**src/rtl/tu_stream_scheduler_if.sv**
```systemverilog
// Handshake bundle between the line/FIFO control side and the TU stream scheduler.
// master drives config, line_start and FIFO status; slave is the scheduler.
interface tu_stream_scheduler_if #(
  parameter int CNT_W  = 7,
  parameter int LINE_W = 16
);
  logic              cfg_en;
  logic [CNT_W-1:0]  cfg_vld_symbols;
  logic [LINE_W-1:0] cfg_line_symbols;
  logic              line_start;
  logic              fifo_empty;
  logic              sched_rd_en;
  logic              sched_stream_en;
  logic [1:0]        sched_stream_state;
  logic              sched_line_done;
  logic              sched_underflow;
  logic              sched_overrun;

  modport master (
    output cfg_en, cfg_vld_symbols, cfg_line_symbols, line_start, fifo_empty,
    input  sched_rd_en, sched_stream_en, sched_stream_state, sched_line_done,
           sched_underflow, sched_overrun
  );

  modport slave (
    input  cfg_en, cfg_vld_symbols, cfg_line_symbols, line_start, fifo_empty,
    output sched_rd_en, sched_stream_en, sched_stream_state, sched_line_done,
           sched_underflow, sched_overrun
  );
endinterface

```
**src/rtl/tu_stream_scheduler.sv**
```systemverilog
// Frames one lane's active line into TU_SIZE-slot transfer units and tells the
// mapper per slot whether to send data, FS, stuffing or FE; pops the FIFO on data slots.
module tu_stream_scheduler #(
  parameter int TU_SIZE = 64,
  parameter int CNT_W   = $clog2(TU_SIZE) + 1,
  parameter int LINE_W  = 16
) (
  input  logic                  clk,
  input  logic                  rst,
  tu_stream_scheduler_if.slave  bus
);

  localparam logic [CNT_W-1:0] TU_C = CNT_W'(TU_SIZE);
  localparam logic [CNT_W-1:0] LAST = CNT_W'(TU_SIZE - 1);

  typedef enum logic [2:0] {IDLE, DATA, FS, STUFF, FE} state_t;

  state_t            state, state_nxt;
  logic [CNT_W-1:0]  slot, slot_nxt;
  logic [CNT_W-1:0]  v_s, v_s_nxt;
  logic [CNT_W-1:0]  d, d_nxt;
  logic [LINE_W-1:0] rem, rem_nxt, rem_dec;
  logic [CNT_W-1:0]  vs_clamp;
  logic              data_pop, data_starve, tu_end;
  logic              uf_q, ov_q;

  // Data slots in a TU: min(V, symbols still owed at TU start).
  function automatic logic [CNT_W-1:0] dmin(input logic [CNT_W-1:0] v, input logic [LINE_W-1:0] r);
    return (r < LINE_W'(v)) ? r[CNT_W-1:0] : v;
  endfunction

  always_comb begin
    state_nxt   = state;
    slot_nxt    = slot;
    v_s_nxt     = v_s;
    d_nxt       = d;
    rem_nxt     = rem;
    vs_clamp    = (bus.cfg_vld_symbols == '0)  ? CNT_W'(1) :
                  (bus.cfg_vld_symbols > TU_C) ? TU_C : bus.cfg_vld_symbols;
    data_pop    = (state == DATA) && !bus.fifo_empty;
    data_starve = (state == DATA) && bus.fifo_empty;
    rem_dec     = rem - LINE_W'(data_pop);
    tu_end      = (state != IDLE) && (slot == LAST);

    case (state)
      IDLE: if (bus.line_start && bus.cfg_en && bus.cfg_line_symbols != '0) begin
        state_nxt = DATA;
        slot_nxt  = '0;
        v_s_nxt   = vs_clamp;
        rem_nxt   = bus.cfg_line_symbols;
        d_nxt     = dmin(vs_clamp, bus.cfg_line_symbols);
      end
      DATA:  if (slot + CNT_W'(1) == d)
               state_nxt = (d == TU_C) ? DATA : (d == LAST) ? FE : FS;
      FS:    state_nxt = (slot + CNT_W'(1) == LAST) ? FE : STUFF;
      STUFF: if (slot + CNT_W'(1) == LAST) state_nxt = FE;
      default: ;
    endcase

    if (state != IDLE) begin
      rem_nxt  = rem_dec;
      slot_nxt = tu_end ? '0 : slot + CNT_W'(1);
      // Starved data slots leave rem untouched, so the line may need extra TUs.
      if (tu_end) begin
        if (rem_dec == '0) state_nxt = IDLE;
        else begin
          state_nxt = DATA;
          d_nxt     = dmin(v_s, rem_dec);
        end
      end
      if (!bus.cfg_en) state_nxt = IDLE;
    end
  end

  always_ff @(posedge clk) begin
    if (rst) begin
      state <= IDLE;
      slot  <= '0;
      v_s   <= '0;
      d     <= '0;
      rem   <= '0;
      uf_q  <= 1'b0;
      ov_q  <= 1'b0;
    end else begin
      state <= state_nxt;
      slot  <= slot_nxt;
      v_s   <= v_s_nxt;
      d     <= d_nxt;
      rem   <= rem_nxt;
      uf_q  <= uf_q | data_starve;
      ov_q  <= ov_q | (bus.line_start && state != IDLE);
    end
  end

  always_comb begin
    bus.sched_stream_en    = (state != IDLE);
    bus.sched_rd_en        = data_pop;
    bus.sched_line_done    = tu_end && (rem_dec == '0);
    bus.sched_underflow    = uf_q | data_starve;
    bus.sched_overrun      = ov_q;
    case (state)
      DATA:    bus.sched_stream_state = data_pop ? 2'b01 : 2'b00;
      FS:      bus.sched_stream_state = 2'b10;
      FE:      bus.sched_stream_state = 2'b11;
      default: bus.sched_stream_state = 2'b00;
    endcase
  end

endmodule

```
**src/flat_wrapper.sv**
```systemverilog
// flat-port wrapper written by rule: the top's interface ports become plain ports
module tu_stream_scheduler_flat 
#(
  parameter int TU_SIZE = 64,
  parameter int CNT_W   = $clog2(TU_SIZE) + 1,
  parameter int LINE_W  = 16
)
  (clk, rst, bus_cfg_en, bus_cfg_vld_symbols, bus_cfg_line_symbols, bus_line_start, bus_fifo_empty, bus_sched_rd_en, bus_sched_stream_en, bus_sched_stream_state, bus_sched_line_done, bus_sched_underflow, bus_sched_overrun);
  tu_stream_scheduler_if #(.CNT_W(CNT_W), .LINE_W(LINE_W)) bus_i ();
  input  logic clk;
  input  logic rst;
  input wire logic [$bits(bus_i.cfg_en)-1:0] bus_cfg_en;
  input wire logic [$bits(bus_i.cfg_vld_symbols)-1:0] bus_cfg_vld_symbols;
  input wire logic [$bits(bus_i.cfg_line_symbols)-1:0] bus_cfg_line_symbols;
  input wire logic [$bits(bus_i.line_start)-1:0] bus_line_start;
  input wire logic [$bits(bus_i.fifo_empty)-1:0] bus_fifo_empty;
  output wire logic [$bits(bus_i.sched_rd_en)-1:0] bus_sched_rd_en;
  output wire logic [$bits(bus_i.sched_stream_en)-1:0] bus_sched_stream_en;
  output wire logic [$bits(bus_i.sched_stream_state)-1:0] bus_sched_stream_state;
  output wire logic [$bits(bus_i.sched_line_done)-1:0] bus_sched_line_done;
  output wire logic [$bits(bus_i.sched_underflow)-1:0] bus_sched_underflow;
  output wire logic [$bits(bus_i.sched_overrun)-1:0] bus_sched_overrun;
  assign bus_i.cfg_en = bus_cfg_en;
  assign bus_i.cfg_vld_symbols = bus_cfg_vld_symbols;
  assign bus_i.cfg_line_symbols = bus_cfg_line_symbols;
  assign bus_i.line_start = bus_line_start;
  assign bus_i.fifo_empty = bus_fifo_empty;
  assign bus_sched_rd_en = bus_i.sched_rd_en;
  assign bus_sched_stream_en = bus_i.sched_stream_en;
  assign bus_sched_stream_state = bus_i.sched_stream_state;
  assign bus_sched_line_done = bus_i.sched_line_done;
  assign bus_sched_underflow = bus_i.sched_underflow;
  assign bus_sched_overrun = bus_i.sched_overrun;
  tu_stream_scheduler #(.TU_SIZE(TU_SIZE), .CNT_W(CNT_W), .LINE_W(LINE_W)) u_core (.clk(clk), .rst(rst), .bus(bus_i));
endmodule
```
**config.mk**
```make
export PLATFORM = sky130hd
export DESIGN_NAME = tu_stream_scheduler_flat
export DESIGN_NICKNAME = d
export VERILOG_FILES = /design/src/rtl/tu_stream_scheduler_if.sv /design/src/rtl/tu_stream_scheduler.sv /design/src/flat_wrapper.sv
export SDC_FILE = /design/constraint.sdc
export NUM_CORES = 1
export LEC_CHECK = 0
export ABC_AREA = 1
export ABC_CLOCK_PERIOD_IN_PS = 4700
export CAP_MARGIN = 15
export CORE_MARGIN = 2
export CORE_UTILIZATION = 45
export CTS_CLUSTER_SIZE = 25
export DETAILED_ROUTE_END_ITERATION = 8
export PLACE_DENSITY = 0.71
export SYNTH_ARGS = -nofsm -noshare
export SYNTH_HDL_FRONTEND = slang
export SYNTH_SLANG_ARGS = --single-unit
```
**constraint.sdc**
```tcl
create_clock -name clk -period 4.7 [get_ports clk]
set_input_delay 0.94 -clock clk [delete_from_list [all_inputs] [get_ports clk]]
set_output_delay 0.94 -clock clk [all_outputs]
set_load 0.01 [all_outputs]
```
==> results.toml <==
[run_status]
status = "complete, no violations"

[drt]
first_iter_violations = 235
avgViaCountPerCell = 5.309
drtAntennaViolNets = 0
route.vias.total = 3525
avgRoutedWirePerCell_microns = 13.70
firstDrtPassIters = 5
drt-total-wl_mm = 9.096
drcViolationCount = 0

[timing]
fin_setup_tns_ns = 0
worst_slew_pin_slew_ns = 0.7497
timing.fmax_mhz = 224.2
hold_viol = 0
skew_ns = 0.01404
fin_crit_ns = 4.460
setup_violations = 0
final_max_slew_viol_count = 0
worst_slack_ns = 0.2397
relSlewSlack = 0.4997
fin_crit_sh = 0.9490
holdWs_ns = 0.4725
rsz0062_at_grt = "false"

[critical_path]
end_kind = "output port"
path_class = "in2out"
crit_start = "bus_fifo_empty"
cpLargestDelayFamily = "buffers and inverters"
crit_top_cell = "nand2_1"
worstReg2RegStart = "u_core.state[0]"
crit_chain = "clkdlybuf4s50_1 -> nor2_1 -> ha_1 -> ha_2 -> nand3_2 -> inv_1 -> nand2_1 -> nand2_1 -> nand2_1 -> inv_2 -> nand2_2 -> nor2_8 -> nand4_1 -> inv_1 -> clkdlybuf4s50_1"
critPathMaxStageDelay_ns = 0.53
slowest_stage = "clkdlybuf4s50_1"
worstPathMaxFanout = 10
critPathLaunchType = "input pin"
worst-path-buf-inv = 5
ff2ff_setup_slack_ns = 1.46
required_ns = 3.76
cp.arrival_ns = 3.52

[logic_synthesis]
synth_cell_type_count = 36
synth_area_sq_um = 3338
synth-edff-count = 0
synth_nets = 576
ys_seq_elements = 42
synth_top_area_share = 0.2519
ys_seq_area_frac = 0.2519
yosysMostFrequentCell = "nand2_1"
ys_top_cells_by_area = "dfxtp_1, nand2_1, inv_1"
avgSynthCellArea_sq_um = 6.275
synth_common_cells = "nand2_1, inv_1, nor2_1, dfxtp_1, a21oi_1"
synth_flop_cell = "dfxtp_1"
netlist_instances = 532
yosys.area.top_type = "dfxtp_1"
async_flop_share = 0
ys.warnings.count = 0

[grt]
antenna_found_initial = 0
grt_max_degree = 32
overflow = 0
grt_pass1_wl_mm = 15.57
grt_pass1_vias = 3368
track_usage = 0.2335

[place]
portBuffers = 34
gp_congestion = 0.9306
post-place-ws_ns = 0.1921
dpl.cell_count = 656
placed_area_sq_um = 3776
hpwl_mm = 7.175

[finish]
drive_above_1_share = 0.08673
fin_area_sq_um = 3874
instances_no_fill = 664
area.growth.synth_to_final_pct = 16.04
final_net_count = 608
n_antenna_cell = 0

[die]
start_util = 0.4627
ios = 35
coreArea_sq_um = 7214
fp.dieArea_sq_um = 8123
die-width_microns = 90.13
num_rows = 31
die_y_microns = 90.13

[clocking]
clockBufferDepth = 2
numClockSinks = 42
postCtsResizedCells = 0
path_clk_slew_ns = 0.09
cts.htree.levels = 2
cts_buffers = 5
postCtsSetupBuffers = 0
clock-root-buffer = "clkbuf_8"
cts_hold_buf = 0
cts_tree = "built"
insertion_delay_ns = 0.31

[power]
pwr-share-clk = 0.255
p_switching_mw = 0.3716
vdd_drop_max_uv = 104.6
p_leak_nw = 1.792
power_frac_comb = 0.349
swShare = 0.3744
seqPwrFrac = 0.396
intPower_mw = 0.6209
power-per-cell-area_nw_per_um2 = 256.2

[hold_path]
holdCritStartpoint = "u_core.uf_q"
hp-class = "reg2reg"

[job]
cap_violations = 0
## metrics by stage
stage                       util  total power, mW
after CTS                 0.5366           0.9927
final                     0.5369           0.9925
after floorplan                -           0.6411
after detailed placement  0.5234           0.7428
after global routing      0.5369            1.055
after global placement    0.5234           0.7339
## flip-flops by register name (all words and copies together), names as in the netlist
register / cells
u_core.bus.sched_overrun: 1
u_core.d: 7
u_core.uf_q: 1
u_core.v_s: 7
u_core.rem: 16
u_core.state: 3
u_core.slot: 7
## power groups by stage
stage          clock network (mW)  logic, mW  registers, mW
6_report                    0.253      0.346          0.393
5_1_grt                     0.273      0.387          0.396
3_3_place_gp                    0      0.333          0.401
2_1_floorplan                   0      0.246          0.395
4_1_cts                     0.256      0.344          0.393
3_5_place_dp                    0      0.342          0.401
## worst paths after layout
kind                               to  cells after the start
setup / recovery  bus_sched_line_done                     15
hold / removal            u_core.uf_q                      2
setup reg to reg          u_core.d[6]                     19
hold reg to reg           u_core.uf_q                      2
## metal layers
metal	vias to the layer above	track usage	share of wire	routed length (microns)
li1	1762	-	-	-
met1	1622	0.3013	0.45	4069
met2	117	0.3860	0.46	4209
met3	24	0.03856	0.060	544
met4	0	0.09872	0.030	272
met5	-	0	0	0
## worst reg2reg max path: stages, from the launching register on
cell and delay [ns]:
dfxtp_1 0.36, inv_1 0.07, nor3_1 0.13, buf_4 0.16, inv_1 0.05, nor2_1 0.17, ha_1 0.23, nand3_2 0.18
nor2_4 0.19, xor2_1 0.24, buf_4 0.18, ha_1 0.24, a21oi_1 0.14, nand2_1 0.10, a21oi_4 0.23, nand3_2 0.17
nand2_1 0.12, nand3_2 0.07, nand2_1 0.06, nor2_1 0.06
## cell families (layout without fill, tap and decap cells)
group / Yosys count / in the layout / share of synthesized area
DFF: 42 / 42 / 0.2519
adders and majority gates: 16 / 16 / 0.05997
and+or+nand+nor: 293 / 293 / 0.4018
AOI/OAI and AO/OA: 65 / 65 / 0.1173
buffers and inverters: 101 / 134 / 0.1169
xor gates and xnor gates: 15 / 15 / 0.05210
## cell type report
| class | instances | area [sq um] |
|---|---|---|
| inverters | 88 | 334.1 |
| well taps | 99 | 123.9 |
| clock inverters | 2 | 12.51 |
| repair buffers | 38 | 370.4 |
| flip-flops and latches | 42 | 840.8 |
| multi-input cells | 389 | 2110 |
| fillers | 759 | 3341 |
| clock buffers | 6 | 82.58 |
## placed cells by master, fill, tap and decap left out, drive strengths merged
master and n:
nand2 160, clkbuf 6, xnor3 2, a21oi 27, ha 16, nor3 3, dfxtp 42, o32ai 2
xnor2 3, and2 1, clkdlybuf4s50 34, o22ai 1, nand4 16, o211a 1, inv 87, a31oi 7
nor2 72, clkinvlp 1, clkinv 2, o21ai 18, o2111ai 1, nor4 5, o31ai 1, buf 4
nand3 36, xor2 10, o221ai 7
Power figures use the tool's default switching activity.
